<file path="config.mk">
export PLATFORM = sky130hd
export DESIGN_NAME = sdram_port_arbiter
export DESIGN_NICKNAME = d
export VERILOG_FILES = /design/src/rtl/sdram_port_arbiter.sv
export SDC_FILE = /design/constraint.sdc
export NUM_CORES = 1
export LEC_CHECK = 0
export BUFFER_PORTS_ARGS = -buffer_cell sky130_fd_sc_hd__buf_4
export CORE_AREA = 5 5 164 166
export CTS_BUF_LIST = sky130_fd_sc_hd__clkbuf_8
export DETAILED_ROUTE_END_ITERATION = 7
export DIE_AREA = 0 0 169 171
export GPL_ROUTABILITY_DRIVEN = 0
export PLACE_DENSITY_LB_ADDON = 0.12
export SETUP_SLACK_MARGIN = 0.4
export SYNTH_ARGS = -nofsm -noshare
export SYNTH_HDL_FRONTEND = slang
export SYNTH_SLANG_ARGS = --single-unit
</file>
<file path="constraint.sdc">
create_clock -name clk -period 3.5 [get_ports clk]
set_input_delay 0.175 -clock clk [delete_from_list [all_inputs] [get_ports clk]]
set_output_delay 0.175 -clock clk [all_outputs]
set_load 0.005 [all_outputs]
</file>
<file path="src/rtl/sdram_port_arbiter.sv">
// sdram_port_arbiter: N-channel request arbiter in front of one SDRAM
// controller port, with an ID FIFO routing in-order responses back.
module sdram_port_arbiter #(
  parameter int NCH             = 4,
  parameter int ADDR_WIDTH      = 32,
  parameter int DATA_WIDTH      = 32,
  parameter int MAX_OUTSTANDING = 4,
  parameter int ARB_MODE        = 1
) (
  input  logic                                   clk,
  input  logic                                   rstn,
  input  logic [NCH-1:0]                         ch_valid,
  output logic [NCH-1:0]                         ch_ready,
  input  logic [NCH-1:0]                         ch_we,
  input  logic [NCH*ADDR_WIDTH-1:0]              ch_addr,
  input  logic [NCH*DATA_WIDTH-1:0]              ch_wdata,
  input  logic [NCH*(DATA_WIDTH/8)-1:0]          ch_wstrb,
  output logic [NCH-1:0]                         ch_rsp_valid,
  output logic [DATA_WIDTH-1:0]                  ch_rsp_data,
  output logic                                   cmd_valid,
  output logic                                   cmd_we,
  output logic [ADDR_WIDTH-1:0]                  cmd_addr,
  output logic [DATA_WIDTH-1:0]                  cmd_wdata,
  output logic [DATA_WIDTH/8-1:0]                cmd_wstrb,
  input  logic                                   cmd_ready,
  input  logic                                   rsp_valid,
  input  logic [DATA_WIDTH-1:0]                  rsp_data,
  output logic [$clog2(MAX_OUTSTANDING+1)-1:0]   outstanding,
  output logic                                   err_unexpected_rsp
);

  localparam int SW = DATA_WIDTH / 8;
  localparam int CW = $clog2(MAX_OUTSTANDING + 1);
  localparam int PW = $clog2(MAX_OUTSTANDING);
  localparam int IW = (NCH > 1) ? $clog2(NCH) : 1;

  logic [IW-1:0] fifo_mem [MAX_OUTSTANDING];
  logic [PW-1:0] wr_ptr;
  logic [PW-1:0] rd_ptr;
  logic [IW-1:0] rr_ptr;
  logic [IW-1:0] rr_next;
  logic [IW-1:0] gnt_idx;
  logic [IW-1:0] head;
  logic          gnt_any;
  logic          pop;
  logic          hs;
  logic          slot_free;
  logic          eligible;
  logic [CW-1:0] cnt_after_pop;

  assign pop           = rsp_valid && (outstanding != '0);
  assign slot_free     = !cmd_valid || cmd_ready;
  assign cnt_after_pop = outstanding - CW'(pop);
  assign eligible      = rstn && slot_free &&
                         (cnt_after_pop < CW'(MAX_OUTSTANDING));
  assign hs            = eligible && gnt_any;
  assign head          = fifo_mem[rd_ptr];
  assign rr_next       = (gnt_idx == IW'(NCH - 1)) ? '0 : gnt_idx + IW'(1);

  // Pick the winning channel: lowest index, or first at/after rr_ptr.
  always_comb begin
    logic [IW:0]   sum;
    logic [IW-1:0] c;
    gnt_idx = '0;
    gnt_any = 1'b0;
    sum     = '0;
    c       = '0;
    for (int k = 0; k < NCH; k++) begin
      if (ARB_MODE != 0) begin
        sum = {1'b0, rr_ptr} + (IW+1)'(k);
        if (sum >= (IW+1)'(NCH)) sum = sum - (IW+1)'(NCH);
        c = sum[IW-1:0];
      end else begin
        c = IW'(k);
      end
      if (!gnt_any && ch_valid[c]) begin
        gnt_any = 1'b1;
        gnt_idx = c;
      end
    end
  end

  // One-hot grant to the winner when a command can be taken.
  always_comb begin
    ch_ready = '0;
    if (hs) ch_ready[gnt_idx] = 1'b1;
  end

  // ID FIFO storage; pointers live with the rest of the state.
  always_ff @(posedge clk) begin
    if (hs) fifo_mem[wr_ptr] <= gnt_idx;
  end

  // Command register, FIFO pointers, response routing and counters.
  always_ff @(posedge clk) begin
    if (!rstn) begin
      cmd_valid          <= 1'b0;
      cmd_we             <= 1'b0;
      cmd_addr           <= '0;
      cmd_wdata          <= '0;
      cmd_wstrb          <= '0;
      wr_ptr             <= '0;
      rd_ptr             <= '0;
      rr_ptr             <= '0;
      ch_rsp_valid       <= '0;
      ch_rsp_data        <= '0;
      outstanding        <= '0;
      err_unexpected_rsp <= 1'b0;
    end else begin
      if (hs) begin
        cmd_valid <= 1'b1;
        cmd_we    <= ch_we[gnt_idx];
        cmd_addr  <= ch_addr[gnt_idx*ADDR_WIDTH +: ADDR_WIDTH];
        cmd_wdata <= ch_wdata[gnt_idx*DATA_WIDTH +: DATA_WIDTH];
        cmd_wstrb <= ch_wstrb[gnt_idx*SW +: SW];
        wr_ptr    <= wr_ptr + PW'(1);
        rr_ptr    <= rr_next;
      end else if (cmd_ready) begin
        cmd_valid <= 1'b0;
      end
      ch_rsp_valid <= '0;
      if (pop) begin
        rd_ptr             <= rd_ptr + PW'(1);
        ch_rsp_valid[head] <= 1'b1;
        ch_rsp_data        <= rsp_data;
      end
      if (rsp_valid && !pop) err_unexpected_rsp <= 1'b1;
      outstanding <= outstanding + CW'(hs) - CW'(pop);
    end
  end

endmodule

</file>
== Word-level counts from Yosys, hierarchy flattened ==
Memory sizes are Yosys's and may differ from the RTL's. A register that Yosys moved wholly into a read port is not among the register bits.
Index checks and enable logic that the tools add are counted.

* Register bits after elaboration: 116
* Bits in writable memories: 8
* Output and inout port bits: 114
* Logic and storage cells: 96
* Memories: 1

{| class="wikitable"
|+ Memory list
! name !! words !! bits a word !! read ports !! clocked after Yosys merged registers in !! write ports !! line !! RTL
|-
| fifo_mem || 4 || 2 || 1 || 1 || 1 || 37 || <nowiki>logic [IW-1:0] fifo_mem [MAX_OUTSTANDING];</nowiki>
|}

* $add $sub $neg: 13
* $lt $le $gt $ge: 13
* Eq/ne operators: 1
* Shift-type cells: 3
* Mux-type cells: 34
* Reductions and logical operators: 19

{| class="wikitable"
|+ Operators with widths
! cell !! number
|-
| 128-bit by 8-bit variable part select with 32-bit output || 2
|-
| 2-bit two-way mux || 11
|-
| 2-bit by 3-bit less-than comparator with 1-bit output, second input constant || 6
|-
| 16-bit by 5-bit variable part select with 4-bit output || 1
|-
| 1-bit two-way mux || 15
|-
| 1-bit binary-select mux with 2-bit select || 5
|-
| 1-bit logical AND || 10
|-
| 3-bit greater-or-equal comparator, second input constant || 3
|-
| 2-bit by 1-bit subtractor with 2-bit output, second input constant || 4
|-
| 2-bit by 1-bit adder with 2-bit output, second input constant || 3
|-
| 2-bit by 2-bit adder with 3-bit output, second input constant || 2
|-
| 3-bit by 1-bit subtractor with 3-bit output || 2
|-
| 1-bit logical NOT || 5
|-
| 1-bit demux with 2-bit select || 2
|-
| 2-bit by 1-bit greater-or-equal comparator with 1-bit output, second input constant || 2
|-
| 4-bit two-way mux || 1
|-
| 2-bit by 1-bit adder with 3-bit output, second input constant || 1
|-
| 3-bit by 1-bit adder with 3-bit output || 1
|-
| 2-bit by 3-bit greater-or-equal comparator with 1-bit output, second input constant || 1
|-
| 3-bit less-than comparator, second input constant || 1
|-
| 3-bit nonzero test || 1
|-
| 2-bit == test, second input constant || 1
|-
| 2-bit AND reduction || 1
|-
| 2-bit nonzero test || 1
|-
| 1-bit logical OR || 1
|}

== Longest topological paths before layout ==
Gate-level depths: netlist of run 1.

* Depth in word-level cells: 19
* Mapped depth: 11
* Mapped depth without buffers: 9

== Worst setup path after synthesis of run 1 ==
OpenSTA, ideal clock, no wires.

* Path type: reg-to-reg
* Start: register outstanding[0]
* End: register outstanding[2]
* Data arrival time: 2,669 ps
* Setup slack: 704 ps
* Stages on the path, launching flop included: 11
* Buffers on the path: 1
* Clock period less this slack: 2,796 ps
* Cells stage by stage: dfxtp_1 or3b_4 a2111oi_4 inv_1 buf_2 ha_1 inv_1 ha_1 fa_1 xnor2_1 nor2_1

* Longest elaborated chain between the ends: 8

{| class="wikitable"
|+ RTL lines
! element !! line !! RTL
|-
| start: declaration || 28 || <nowiki>output logic [$clog2(MAX_OUTSTANDING+1)-1:0] outstanding,</nowiki>
|-
| start signal: assignment || 128 || <nowiki>outstanding <= outstanding + CW'(hs) - CW'(pop);</nowiki>
|-
| 3-bit nonzero test || 51 || <nowiki>assign pop = rsp_valid && (outstanding != '0);</nowiki>
|-
| 1-bit logical AND || 51 ||
|-
| 3-bit by 1-bit subtractor with 3-bit output || 53 || <nowiki>assign cnt_after_pop = outstanding - CW'(pop);</nowiki>
|-
| 3-bit less-than comparator || 55 || <nowiki>(cnt_after_pop < CW'(MAX_OUTSTANDING));</nowiki>
|-
| 1-bit logical AND || 54 || <nowiki>assign eligible = rstn && slot_free &&</nowiki>
|-
| 1-bit logical AND || 56 || <nowiki>assign hs = eligible && gnt_any;</nowiki>
|-
| 3-bit by 1-bit adder with 3-bit output || 128 ||
|-
| 3-bit by 1-bit subtractor with 3-bit output * || 128 ||
|}

Mark *: on every way between the ends. The rest lies on a longest branch, timed or not.
A chain may end at the register's enable or synchronous reset.

== Worst setup path after layout of run 1 ==
* Start: register rr_ptr[1]
* End: register cmd_addr[23]

* Longest elaborated chain between the ends: 15

{| class="wikitable"
|+ RTL lines
! element !! line !! RTL
|-
| start: declaration || 40 || <nowiki>logic [IW-1:0] rr_ptr;</nowiki>
|-
| start signal: assignment || 117 || <nowiki>rr_ptr <= rr_next;</nowiki>
|-
| parallel branches: the longest is 15 deep, another holds 2-bit by 1-bit adder with 3-bit output || - ||
|-
| end signal: assignment || 113 || <nowiki>cmd_addr <= ch_addr[gnt_idx*ADDR_WIDTH +: ADDR_WIDTH];</nowiki>
|-
| end: declaration || 22 || <nowiki>output logic [ADDR_WIDTH-1:0] cmd_addr,</nowiki>
|}

Parallel ways; which one is timed is not known. The select of a mux whose other input is x is not followed.

==> flow_summary_export.csv, run 1 <==
group,metric,value,unit
global_route,track_usage,0.169,
clocking,clock-sinks,126,
clocking,clkTransAtPathRegs,0.08,ns
routing,drt_first_pass_iters,4,
routing,routed_wl,26.1,mm
sta,slew_headroom,0.272,
sta,setup_viol,0,
sta,fin_setup_tns,0,ns
yosys,syn_inst,631,
floorplanning,die_y,171,microns
cells_and_area,fin_cells,1506,
cells_and_area,nFillCells,2516,
sta,whs,0.0305,ns
global_route,grt_overflow,0,
global_route,grt_pass1_wl,38.2,mm
clocking,cts_root_buf,"clkbuf_8",
yosys,yosys_most_used_dff,"dfxtp_1",
cells_and_area,nets,1485,
yosys,ys.warnings.count,0,
clocking,cts_buffer_depth,2,
cells_and_area,layout_commonest_cell,"buf_4",
setup_path,cp-end-kind,"flip-flop",
sta,max_freq,357,MHz
global_route,grt_pass1_vias,7014,
status,outcome,"finished, final reports clean",
routing,vias_per_cell,4.44,
cells_and_area,post-route-util,0.449,
place,place_area,9850,sq um
routing,postRouteAntennaNets,0,
power_and_ir_drop,ir_drop,0.000247,V
setup_path,required,3.81,ns
setup_path,cp.arrival,3.11,ns
sta,fin_skew,0.0153,ns
routing,routedWlPerCell,17.3,microns
yosys,ys_seq_area_frac,0.414,
clocking,h-tree-depth,4,
setup_path,critPathKind,"reg2reg",
yosys,post-synth-top-area-cell,"dfxtp_1",
place,dp.cells,1360,
yosys,synthesis.area,6290,sq um
cells_and_area,antennaDiodeCount,0,
cells_and_area,layout_common_cells,"441 x buf_4, 139 x mux2i_1, 118 x dfxtp_1",
floorplanning,dieArea,28900,sq um
floorplanning,rows,59,
yosys,ys_seq_elements,126,
place,port_buffers,429,
clocking,cts-buffers-inserted,17,
sta,rsz0062_at_grt,"false",
floorplanning,floorplan.initialDensity,0.247,
sta,post-route-period-util,0.800,
sta,fin_crit,2.80,ns
sta,drv_slew,0,
floorplanning,die_x,169,microns
sta,tightest_slew,1.09,ns
yosys,synth_fp_nets,958,
hold_path,worstHoldPathType,"in2reg",
yosys,synth_edf_count,8,
clocking,clock_latency,0.44,ns
global_route,antenna_found_initial,0,
setup_path,crit_path_max_fanout,40,
run,cap_viol_max_count,0,
cells_and_area,final_layout_size_suffix_gt1_frac,0.440,
clocking,cts_tree,"yes",
sta,finalHoldViolations,0,
setup_path,start_kind,"flip-flop",
yosys,synth_top_area_frac,0.376,
yosys,synth_area_leaders,"dfxtp_1 38%, mux2i_1 22%, a2bb2oi_1 7.9%",
yosys,avgSynthCellArea,9.97,sq um
place,dpl.hpwl,20.0,mm
routing,drtIter0Drc,251,
floorplanning,coreArea,25500,sq um
cells_and_area,design_area,11400,sq um
routing,routed-via-count,6687,
yosys,postSynth.asyncResetShare,0,
power_and_ir_drop,cellPowerDensity,600,nW/um^2
cells_and_area,syn2layout_area_growth,81.9,%
power_and_ir_drop,leakage,5.31,nW
global_route,grt_max_degree,50,
routing,drc_errors,0,
clocking,cts_setup_buffers,0,
yosys,synth_cell_types,39,
floorplanning,io_pins,430,
==> final timing paths <==
path,start,end,slack (ns),depth (start not counted)
worst max-delay path,rr_ptr[1],cmd_addr[23],0.70,7
worst min-delay path,ch_wdata[82],cmd_wdata[18],0.03,3
worst max register to register,rr_ptr[1],cmd_addr[23],0.70,7
worst min register to register,ch_rsp_data[28],ch_rsp_data[28],0.46,2
==> cell usage after synthesis (3+ instances only) <==
library cell	instances
a21oi_1	34
a2bb2oi_1	57
and2_1	10
buf_1	9
buf_2	18
buf_6	3
clkbuf_1	18
dfxtp_1	118
edfxtp_1	8
ha_1	10
inv_1	10
mux2i_1	139
nand2_1	73
nand3_1	13
nor2_1	9
nor4_1	3
o21ai_0	28
o21ai_2	31
o221ai_1	13
xnor2_1	4
==> per-layer routing <==
layer	GRT usage	wire length (microns)
met1	0.185	9860
met2	0.315	14000
met3	0.0564	1810
met4	0.0406	381
met5	0	0
==> stage by stage <==
stage | worst slack, ns | total power [mW]
final | 0.700 | 6.87
after global routing | 0.487 | 7.33
after CTS | 0.604 | 7.00
after detailed placement | 0.954 | 5.32
after global placement | 0.954 | 5.31
after floorplan | 0.704 | 3.88
==> sequential cells by signal, indices dropped and copies added (netlist names), 3 cells and up, named ones only <==
register,flops
ch_rsp_data,32
cmd_addr,32
cmd_wdata,32
fifo_mem,8
ch_rsp_valid,4
cmd_wstrb,4
outstanding,3
==> where the power goes <==
group | switching [mW] | internal [mW]
clock | 0.628 | 0.798
combinational | 1.47 | 1.79
sequential | 0.265 | 1.92
total | 2.36 | 4.51
==> worst max-delay path: stages (launching register included) <==
cell and delay, ns:
dfxtp_1 0.42, mux2i_1 0.21, o221ai_1 0.23, bufinv_8 0.48, buf_4 0.42, mux2i_1 0.24
dlygate4sd3_1 0.59, o21ai_2 0.05
==> logic make-up (layout without fill, tap and decap cells) <==
family / Yosys count / after routing / synth area share
xor+xnor: 5 / 5 / 0.00696
compound gates: 169 / 169 / 0.201
buf+inv: 62 / 602 / 0.0448
fa+ha+maj: 11 / 11 / 0.0231
flops: 126 / 126 / 0.414
mux: 141 / 141 / 0.228
simple gates: 117 / 117 / 0.0822
==> area by class of cell <==
class                   count  area (sq um)  area share
well taps                 335           419      0.0366
clock inverters            14           191      0.0167
inverters                  13          62.6     0.00547
repair buffers            557          4490       0.393
flip-flops and latches    126          2600       0.227
multi-input cells         443          3420       0.299
clock buffers              18           248      0.0217
==> timing repair <==
item	CTS	global route
hold buffers	114	0
gates resized for setup	0	2
hold endpoints to repair	77	0
setup endpoints to repair	0	2
Note: power is estimated with default switching activity, not from simulation.
==> run 2, diff against run 1 <==
- clock period: 3.5 -> 2.8 ns (I/O delays scaled with it)
==> run 2 against run 1 <==
Against the previous run: combinational power rose by 37%; sequential share of layout area decreased by 2.2 points; first-iteration DRC count is 27% lower; utilization rose by 4.9 points; final cell count up 7.3%; sequential cell count unchanged; largest cell class unchanged; die area unchanged; critical path type unchanged.
==> flow_summary_export.csv, run 2 (synthesized netlist as in run 1, its figures left out) <==
group,metric,value,unit
status,outcome,"finished, final reports clean",
clocking,clock-sinks,126,
floorplanning,die_x,169,microns
place,dp_slack,0.319,ns
global_route,grt_pass1_vias,7659,
routing,vias_per_cell,4.46,
clocking,cts_buffer_depth,2,
floorplanning,rows,59,
power_and_ir_drop,p_comb_frac,0.491,
floorplanning,coreArea,25500,sq um
routing,drt_first_pass_iters,4,
run,cap_viol_max_count,0,
power_and_ir_drop,p_int,5.99,mW
routing,routed_wl,27.4,mm
place,dpl.hpwl,19.7,mm
cells_and_area,design_area,12700,sq um
sta,slew_headroom,0.555,
global_route,track_usage,0.178,
cells_and_area,multi_input_area,3500,sq um
global_route,grt_max_degree,44,
cells_and_area,largest_registers,"ch_rsp_data: 32 flops, cmd_addr: 32 flops, cmd_wdata: 32 flops",
setup_path,cp_top_family,"adder cells",
floorplanning,io_pins,430,
setup_path,crit_buf_inv,2,
sta,finalHoldViolations,0,
global_route,gr-usage-met3,0.0543,
cells_and_area,area.sequential,2610,sq um
clocking,h-tree-depth,4,
routing,routed-via-count,7206,
cells_and_area,layout_commonest_cell,"buf_4",
sta,fin_setup_tns,0,ns
sta,post-route-period-util,0.866,
clocking,clkTransAtPathRegs,0.09,ns
power_and_ir_drop,sequentialPowerShare,0.299,
power_and_ir_drop,p_clk_frac,0.210,
sta,fin_crit,2.42,ns
cells_and_area,fin_cells,1616,
sta,max_freq,412,MHz
cells_and_area,layout_common_cells,"452 x buf_4, 205 x dlygate4sd3_1, 139 x mux2i_1",
hold_path,worstHoldPathType,"in2reg",
setup_path,start_kind,"flip-flop",
sta,fin_skew,0.0141,ns
sta,setup_viol,0,
floorplanning,dieArea,28900,sq um
sta,worst_slack,0.375,ns
power_and_ir_drop,swShare,0.343,
power_and_ir_drop,leakage,5.84,nW
setup_path,crit_path_frequent_cell,"ha_4",
global_route,gr-usage-met1,0.192,
routing,routedWlPerCell,17.0,microns
power_and_ir_drop,ir_drop,0.000363,V
global_route,met2_usage,0.327,
routing,drc_errors,0,
place,dp.cells,1365,
sta,drv_slew,0,
floorplanning,die_y,171,microns
setup_path,required,3.19,ns
global_route,antenna_found_initial,0,
setup_path,cp.arrival,2.81,ns
sta,rsz0062_at_grt,"true",
cells_and_area,antennaDiodeCount,0,
cells_and_area,nFillCells,2388,
power_and_ir_drop,p_switching,3.13,mW
place,port_buffers,429,
setup_path,slowest_delay,0.50,ns
setup_path,crit_path_max_fanout,2,
cells_and_area,final_layout_size_suffix_gt1_frac,0.428,
clocking,cts-buffers-inserted,17,
cells_and_area,post-route-util,0.498,
clocking,clock_latency,0.45,ns
clocking,cts_tree,"yes",
sta,tightest_slew,0.665,ns
global_route,busiest_layer,"met2",
global_route,grt_overflow,0,
global_route,grt_pass1_wl,40.4,mm
clocking,cts_root_buf,"clkbuf_8",
floorplanning,floorplan.initialDensity,0.247,
power_and_ir_drop,cellPowerDensity,719,nW/um^2
cells_and_area,syn2layout_area_growth,102,%
cells_and_area,nets,1595,
place,place_area,9950,sq um
setup_path,crit_path_top_delay_cell,"fa_2",
setup_path,cp-end-kind,"flip-flop",
routing,drtIter0Drc,184,
routing,postRouteAntennaNets,0,
setup_path,critPathKind,"reg2reg",
setup_path,path_cells,"or3b_4 > a2111oi_4 > bufinv_8 > ha_4 > inv_2 > ha_4 > fa_2 > and2_1",
==> run 2: power by group through the flow <==
stage | combinational [mW] | clock, mW | sequential (mW)
3_5_place_dp | 3.96 | 0 | 2.76
6_report | 4.48 | 1.92 | 2.72
2_1_floorplan | 2.10 | 0 | 2.77
4_1_cts | 4.46 | 1.98 | 2.72
5_1_grt | 4.85 | 2.06 | 2.80
3_3_place_gp | 3.97 | 0 | 2.75
==> run 2: worst min-delay path: cells and delay by family <==
kind                   cells  cell delay [ns]
AOI/OAI and AO/OA          1             0.14
buffers and inverters      1             0.08
muxes                      1             0.08
==> run 2: what timing repair did <==
action,in CTS,in global routing
hold buffers,205,0
pin swaps,4,3
resized for setup,13,10
endpoints found under the setup margin,6,25
gates cloned,1,1
setup buffers,8,4
hold endpoints to repair,101,0
==> run 2: per-stage QoR <==
stage	hold WS (ns)	power, mW
floorplan	0.276	4.87
global placement	0.390	6.72
detailed placement	0.399	6.73
CTS	0.000259	9.17
global route	0.000763	9.70
finish	0.0299	9.12
==> run 2: per-layer routing <==
metal,vias to the layer above,wire length [microns]
li1,3577,-
met1,3325,10400
met2,258,14400
met3,46,1910
met4,0,729
met5,-,0
==> run 2: final cells by class <==
class / count / share of cell area
repair inverters: 1 / 0.000493
multi-input cells: 443 / 0.276
inverters: 13 / 0.00552
repair buffers: 666 / 0.443
clock inverters: 15 / 0.0182
clock buffers: 17 / 0.0184
well taps: 335 / 0.0330
flip-flops and latches: 126 / 0.206
==> run 2: worst paths after layout <==
kind                        start               to  slack, ns  cells past startpoint
setup / recovery   outstanding[0]   outstanding[1]       0.38                      8
hold / removal      ch_wdata[122]    cmd_wdata[26]       0.03                      3
setup reg to reg   outstanding[0]   outstanding[1]       0.38                      8
hold reg to reg   ch_rsp_data[18]  ch_rsp_data[18]       0.46                      2
